### src/rtl/weight_pkg.sv
// Shared types and default sizes for the weight RAM, the LFSR and the
// weight initialisation sequencer.
package weight_pkg;

    localparam int W_WIDTH   = 10;
    localparam int N_WEIGHTS = 10;
    localparam int ADDR_W    = 7;

    typedef logic [W_WIDTH-1:0] weight_t;

    typedef enum logic [1:0] {
        IDLE  = 2'd0,
        FILL  = 2'd1,
        WRITE = 2'd2,
        DONE  = 2'd3
    } init_state_t;

endpackage

### src/rtl/weight_init_ctrl.sv
// Weight RAM initialisation sequencer.
// Gathers N_WEIGHTS consecutive LFSR samples into a row, writes that row
// with a one-cycle WE pulse at row*ADDR_STEP, repeats for N_ROWS rows and
// then hands the RAM back to read mode.
// Build option: WEIGHT_SCALE_EN -- store each sample arithmetically shifted
// right by INIT_SHIFT so initial weights start small.
//
// state | meaning
// IDLE  | waiting for Start after reset
// FILL  | capturing one LFSR sample per cycle into the row buffer
// WRITE | single-cycle RAM write of the completed row
// DONE  | RAM in read mode; Start re-runs the whole sequence
module weight_init_ctrl
    import weight_pkg::*;
#(
    parameter int W_WIDTH    = weight_pkg::W_WIDTH,
    parameter int N_WEIGHTS  = weight_pkg::N_WEIGHTS,
    parameter int ADDR_W     = weight_pkg::ADDR_W,
    parameter int N_ROWS     = 5,
    parameter int ADDR_STEP  = 10,
    parameter int INIT_SHIFT = 3
) (
    input  logic               Clock,
    input  logic               Rst,
    input  logic               Start,
    input  logic [W_WIDTH-1:0] RndData,
    output logic [W_WIDTH-1:0] D1 [0:N_WEIGHTS-1],
    output logic [ADDR_W-1:0]  Address,
    output logic               WE,
    output logic               In,
    output logic               Busy,
    output logic               Done
);

    localparam int SMP_W = (N_WEIGHTS > 1) ? $clog2(N_WEIGHTS) : 1;
    localparam int ROW_W = (N_ROWS > 1) ? $clog2(N_ROWS) : 1;
    localparam logic [SMP_W-1:0] LAST_SMP = SMP_W'(N_WEIGHTS - 1);
    localparam logic [ROW_W-1:0] LAST_ROW = ROW_W'(N_ROWS - 1);

`ifdef WEIGHT_SCALE_EN
    localparam bit SCALE_ON = 1'b1;
`else
    localparam bit SCALE_ON = 1'b0;
`endif
    // A zero shift leaves the sample untouched, so one datapath serves both builds.
    localparam int SHIFT_EFF = SCALE_ON ? INIT_SHIFT : 0;

    init_state_t        r_state;
    init_state_t        w_state_nxt;
    logic [SMP_W-1:0]   r_sample;
    logic [ROW_W-1:0]   r_row;
    logic [W_WIDTH-1:0] r_d1 [0:N_WEIGHTS-1];
    logic [ADDR_W-1:0]  r_addr;
    logic               r_we;
    logic               r_in;
    logic               r_busy;
    logic               r_done;
    logic [W_WIDTH-1:0] w_sample;

    assign w_sample = $signed(RndData) >>> SHIFT_EFF;

    // Next-state decode; Start is only looked at while idle or finished.
    always_comb begin
        w_state_nxt = r_state;
        case (r_state)
            IDLE, DONE: if (Start) w_state_nxt = FILL;
            FILL:       if (r_sample == LAST_SMP) w_state_nxt = WRITE;
            WRITE:      w_state_nxt = (r_row == LAST_ROW) ? DONE : FILL;
            default:    w_state_nxt = IDLE;
        endcase
    end

    // State register.
    always_ff @(posedge Clock) begin
        if (!Rst) r_state <= IDLE;
        else      r_state <= w_state_nxt;
    end

    // Row buffer, counters and registered outputs, all decoded from the next state
    // so every output changes on the same edge as the state it belongs to.
    always_ff @(posedge Clock) begin
        if (!Rst) begin
            for (int i = 0; i < N_WEIGHTS; i++) r_d1[i] <= '0;
            r_addr   <= '0;
            r_we     <= 1'b0;
            r_in     <= 1'b1;
            r_busy   <= 1'b0;
            r_done   <= 1'b0;
            r_sample <= '0;
            r_row    <= '0;
        end else begin
            r_we   <= (w_state_nxt == WRITE);
            r_busy <= (w_state_nxt == FILL) || (w_state_nxt == WRITE);
            r_done <= (w_state_nxt == DONE);
            r_in   <= (w_state_nxt != DONE);
            case (r_state)
                IDLE, DONE: begin
                    if (Start) begin
                        r_row    <= '0;
                        r_sample <= '0;
                    end
                end
                FILL: begin
                    r_d1[r_sample] <= w_sample;
                    if (r_sample == LAST_SMP) begin
                        r_sample <= '0;
                        r_addr   <= ADDR_W'(int'(r_row) * ADDR_STEP);
                    end else begin
                        r_sample <= r_sample + 1'b1;
                    end
                end
                WRITE: begin
                    if (r_row != LAST_ROW) r_row <= r_row + 1'b1;
                end
                default: ;
            endcase
        end
    end

    assign D1      = r_d1;
    assign Address = r_addr;
    assign WE      = r_we;
    assign In      = r_in;
    assign Busy    = r_busy;
    assign Done    = r_done;

endmodule

### config.mk
export PLATFORM = sky130hd
export DESIGN_NAME = weight_init_ctrl
export DESIGN_NICKNAME = d
export VERILOG_FILES = /design/src/rtl/weight_pkg.sv /design/src/rtl/weight_init_ctrl.sv
export SDC_FILE = /design/constraint.sdc
export NUM_CORES = 1
export LEC_CHECK = 0
export CORE_MARGIN = 3
export CORE_UTILIZATION = 42
export CTS_CLUSTER_DIAMETER = 80
export DETAILED_ROUTE_END_ITERATION = 6
export PLACE_DENSITY = 0.73
export SLEW_MARGIN = 20
export SYNTH_ARGS = -nofsm -noshare
export SYNTH_HDL_FRONTEND = slang
export SYNTH_SLANG_ARGS = --single-unit
### constraint.sdc
create_clock -name Clock -period 2.7 [get_ports Clock]
set_clock_uncertainty 0.1 [all_clocks]
set_input_delay 0.405 -clock Clock [delete_from_list [all_inputs] [get_ports Clock]]
set_output_delay 0.405 -clock Clock [all_outputs]
set_load 0.02 [all_outputs]
======== After elaboration in Yosys (flattened, before gate mapping) ========
Cells that the tools add are included.
operators by class
  $add $sub $neg .......................... 2
  multiply operators ...................... 1
  order comparisons ....................... 2
  equality and inequality tests ........... 12
  mux-type cells .......................... 13
  bitwise operators ....................... 1
  reduce and logical (&&, ||, !) cells .... 9
operators with widths
  operator                                                                      count
  100-bit bitwise mux                                                           1
  10-bit demux with 4-bit select                                                1
  10-bit 2-to-1 mux                                                             1
  2-bit equality test, second input constant                                    4
  4-bit 2-to-1 mux                                                              2
  4-bit case mux with 2 select lines                                            1
  3-bit by 3-bit multiplier with 6-bit output, second input constant            1
  2-bit 2-to-1 mux                                                              3
  3-bit 2-to-1 mux                                                              2
  2-bit != test, second input constant                                          3
  2-bit case mux with 3 select lines                                            1
  3-bit case mux with 2 select lines                                            1
  5-bit greater-or-equal comparator, second input constant                      1
  5-bit by 1-bit less-than comparator with 1-bit output, second input constant  1
  4-bit inverter with 5-bit output                                              1
  4-bit by 1-bit adder with 4-bit output, second input constant                 1
  2-bit by 1-bit equality test with 1-bit output, second input constant         2
  4-bit equality test, second input constant                                    1
  2-bit AND reduction                                                           2
  2-bit nonzero test                                                            2
  3-bit by 1-bit adder with 3-bit output, second input constant                 1
  3-bit equality test, second input constant                                    1
  3-bit != test, second input constant                                          1
  3-bit AND reduction                                                           1
  4 further kinds                                                               4
storage, ports and cells
  register bits after elaboration ......... 119
  input port bits ......................... 13
  word-level logic and storage cells ...... 58

======== Logic depth before layout (Yosys ltp) ========
Gate-level depths: netlist (run 1).
  depth after elaboration ................. 6
  depth in mapped cells ................... 9
  mapped depth without buffers ............ 7

======== Worst setup path after synthesis (run 1) ========
No wires, ideal clock.
  kind .................................... reg2reg
  from .................................... register r_state[0]
  to ...................................... register r_busy, in the netlist Busy
  setup time .............................. 0.115 ns
  arrival time ............................ 1.814 ns
  setup slack ............................. 0.671 ns
  stages on the path, launching flop included .. 9
  cells stage by stage .................... dfxtp_1 -> ha_1 -> buf_4 -> nor3b_2 -> and3_1 -> buf_4 -> a2bb2oi_1 -> ha_1 -> and2_1
on the way
  cells in the longest elaborated chain, start to end .. 5
  elaborated cells on any way between the ends .. 11
  those cells by class .................... eq/ne: 5; mux: 3; reduce/logical: 3
ends and longest elaborated chain
  element                                                                                line                    source
  from (decl)                                                                            weight_init_ctrl.sv:48  init_state_t r_state;
  from (signal assigned)                                                                 weight_init_ctrl.sv:76  else r_state <= w_state_nxt;
  2-bit equality test or 2-bit logical NOT (tied branches)                               weight_init_ctrl.sv:65  case (r_state)
  2-bit OR reduction                                                                     weight_init_ctrl.sv:65
  2-bit case mux with 3 select lines (*)                                                 weight_init_ctrl.sv:65
  2-bit by 1-bit equality test with 1-bit output or 2-bit equality test (tied branches)  weight_init_ctrl.sv:93  r_busy <= (w_state_nxt == FILL) || (w_state_nxt == WRITE);
  1-bit logical OR (*)                                                                   weight_init_ctrl.sv:93
  to (signal assigned)                                                                   weight_init_ctrl.sv:93
  to (decl)                                                                              weight_init_ctrl.sv:56  logic r_busy;
Every way passes the cells marked *; elsewhere a longest branch is shown, timed or not.
A chain may end at the register's enable or synchronous reset.

======== Worst setup path in the final report (run 1) ========
  from .................................... register r_state[0]
  to ...................................... register r_d1, in the netlist D1[0]
on the way
  cells in the longest elaborated chain, start to end .. 1
ends and longest elaborated chain
  element                                         line                     source
  2-bit by 1-bit equality test with 1-bit output  weight_init_ctrl.sv:96   case (r_state)
  to (signal, indexed assignment)                 weight_init_ctrl.sv:104  r_d1[r_sample] <= w_sample;
  to (decl)                                       weight_init_ctrl.sv:52   logic [W_WIDTH-1:0] r_d1 [0:N_WEIGHTS-1];
No other way between the ends.

==> flow_metrics.tcl, run 1 <==
set metrics [dict create \
    yosysSeqAreaShare 0.4875 \
    drv_cap 0 \
    synth_most_common_cell "dfxtp_1" \
    yosysUniqueCellTypes 39 \
    numPortBuffers 122 \
    die_area_um2 12970 \
    grt_max_degree 52 \
    hpwl_um 9120 \
    worst_slew_pin_slew_ps 774.4 \
    tns_ps 0 \
    postSynthCellCount 579 \
    async_reset_ff_frac 0 \
    start_util 0.4393 \
    reg2reg_to "D1[0]$_SDFFE_PN0P_" \
    drtIter0Drc 455 \
    r2r_slack_ps 280 \
    area_growth_pct 37.63 \
    cts_root_buf "clkbuf_16" \
    critPathKind "reg -> reg" \
    first_global_vias 4316 \
    grt-ovfl-total 0 \
    ys_warn_count 0 \
    final-hold-violation-count 0 \
    slew_headroom 0.4837 \
    min_from "D1[3]$_SDFFE_PN0P_" \
    worst_setup_path_end_kind "flip-flop" \
    top_usage_layer "met2" \
    vias_per_cell 5.592 \
    synth.avg_cell_area_um2 8.441 \
    routedWlPerCell_um 17.17 \
    coreArea_um2 11130 \
    tritoncts "done" \
    power_density_nw_per_um2 806.1 \
    syn_area_um2 4887 \
    final_nets 687 \
    worstPathArrival_ps 2650 \
    synth_top_area_share 0.4875 \
    worstReg2RegStart "r_state[0]$_SDFF_PN0_" \
    period_share 0.8981 \
    use_met2 0.3494 \
    path_clk_slew_ps 60 \
    grt_pass1_wl_um 22250 \
    drt_first_pass_iters 5 \
    cp_max_fo 21 \
    cts.sinks 119 \
    cp_data_required_time_ps 2920 \
    setup_viol 0 \
    run_status "finished clean" \
    hold_end "D1[3]$_SDFFE_PN0P_" \
    fin_cells 817 \
    cts_setup_buffers 0 \
    rsz0062_at_grt "false" \
    die_y_um 113.9 \
    rows 38 \
    ioPinCount 124 \
    clk-insertion-delay-late_ps 400 \
    grtUsageMet1 0.2849 \
    drt-total-wl_um 14030 \
    h-tree-depth 4 \
    hold_depth 2 \
    synth_edf_count 0 \
    grt_antenna_before_repair 0 \
    cts-buffers-inserted 17 \
    fin_crit_ps 2425 \
    diodes 0 \
    synth_commonest_cells "119 x dfxtp_1, 88 x a21oi_1, 84 x nand3_1, 84 x o21ai_0, 48 x nand2_1" \
    final_antenna_net_count 0 \
    placed_cells 785 \
    synth_nets 602 \
    remaining_drc_errors 0 \
    drive_gt1_frac 0.07386 \
    peakVddDrop_v 0.0004404 \
    synth_flop_cell "dfxtp_1" \
    holdCritPathClass "reg -> reg" \
    clock.fmax_ghz 0.4124 \
    post_cts_resized 0 \
    cts_buffer_depth 2 \
    grt.total_usage 0.2148 \
    die_w_um 113.9 \
    postCtsHoldBufs 0 \
    ys_ff_latch 119 \
    met3_usage 0.04297 \
    leakage_nw 2.342 \
    slew_viol_final 0 \
    r2r_cells 5 \
    gp_congestion 0.8212 \
    crit_path_start_kind "flip-flop" \
    synthTopCellsByArea "dfxtp_1 49%, a21oi_1 9.0%, nand3_1 8.6%" \
    synth_top_cell_by_area "dfxtp_1" \
    vias 4569 \
]
==> state kept, by name (all words and copies together) (netlist names), 2 cells and up <==
register,count
r_state,2
r_row,3
D1,100
r_sample,4
Address,6
==> power by group <==
group	total (mW)	leakage, nW	internal (mW)	switching [mW]
sequential	1.93	0.961	1.85	0.0764
clock	2.41	0.301	1.58	0.825
combinational	1.09	1.08	0.374	0.715
==> cell families (layout without fill, tap and decap cells) <==
logic type,count (synthesis),after routing,share of synthesized area
AO/OA/AOI/OAI,182,182,0.1925
AND/OR/NAND/NOR,164,164,0.1687
flip-flops,119,119,0.4875
buffers and inverters,74,172,0.06579
multiplexers,28,28,0.05735
adder cells (fa/ha/maj),10,10,0.02560
other,1,1,0.0007673
XOR/XNOR,1,1,0.001792
==> routing by layer <==
| metal | wire (um) | share of wire |
|---|---|---|
| met3 | 956 | 0.068 |
| met4 | 205 | 0.015 |
| met5 | 0 | 0 |
| met2 | 6791 | 0.48 |
| met1 | 6075 | 0.43 |
==> critical path: stages, from the launching register on <==
cell     delay [ps]
dfxtp_1         380
ha_1            490
nor3b_2         270
buf_4           260
nand3_1         510
mux2i_1         330
==> layout make-up <==
class | count | area (um^2)
clock buffers | 19 | 442.9
multi-input cells | 386 | 2188
well taps | 140 | 175.2
fillers | 978 | 4399
flip-flops and latches | 119 | 2382
inverters | 7 | 26.28
clock inverters | 13 | 195.2
repair buffers | 133 | 1316
==> metrics by stage <==
stage | util | worst slack, ps | hold WS, ps | instance area (um^2) | power, mW
after floorplan | - | 670.8 | 380.3 | 4887 | 2.709
after global placement | 0.5472 | 397.8 | 345.2 | 6088 | 3.001
after detailed placement | 0.5472 | 326.8 | 355.3 | 6088 | 3.040
after CTS | 0.6046 | 300.8 | 364.7 | 6726 | 5.456
after global routing | 0.6046 | 33.86 | 379.6 | 6726 | 5.651
final | 0.6046 | 275.2 | 360.5 | 6726 | 5.422
==> cells in the final DEF (no fill, tap or decap), types with 2 or more instances in the layout <==
master and n:
and3_1 4, nand2_1 48, dfxtp_1 119, nand4_1 3, inv_1 6, clkinvlp_4 3, or3_1 2, clkinv_4 3
and2_1 3, ha_1 10, mux2i_1 28, nor2b_1 3, buf_4 10, o21ai_0 84, and3b_1 2, nand2b_1 4
nand3_1 84, a21oi_1 88, clkdlybuf4s50_1 122, clkbuf_16 17, nand3b_1 3, inv_6 3, bufinv_16 4
==> worst max path at each step <==
stage / from / to / slack, ps / cells past startpoint
detailed placement: r_state[1]$_SDFF_PN0_ / D1[6]$_SDFFE_PN0P_ / 330 / 6
finish: r_state[0]$_SDFF_PN0_ / D1[0]$_SDFFE_PN0P_ / 280 / 5
global placement: r_state[1]$_SDFF_PN0_ / D1[4]$_SDFFE_PN0P_ / 400 / 6
floorplan: r_state[0]$_SDFF_PN0_ / Busy$_SDFF_PN0_ / 670 / 8
CTS: r_state[1]$_SDFF_PN0_ / D1[0]$_SDFFE_PN0P_ / 300 / 6
global route: r_state[0]$_SDFF_PN0_ / D1[0]$_SDFFE_PN0P_ / 30 / 5
Power figures use the tool's default switching activity.
==> run 2, diff against run 1 <==
CTS_CLUSTER_DIAMETER = default   (was 80)
TNS_END_PERCENT = 10   (was default)
==> results of run 2 <==
No change in the layout: final DEF, timing and power equal those of run 1.
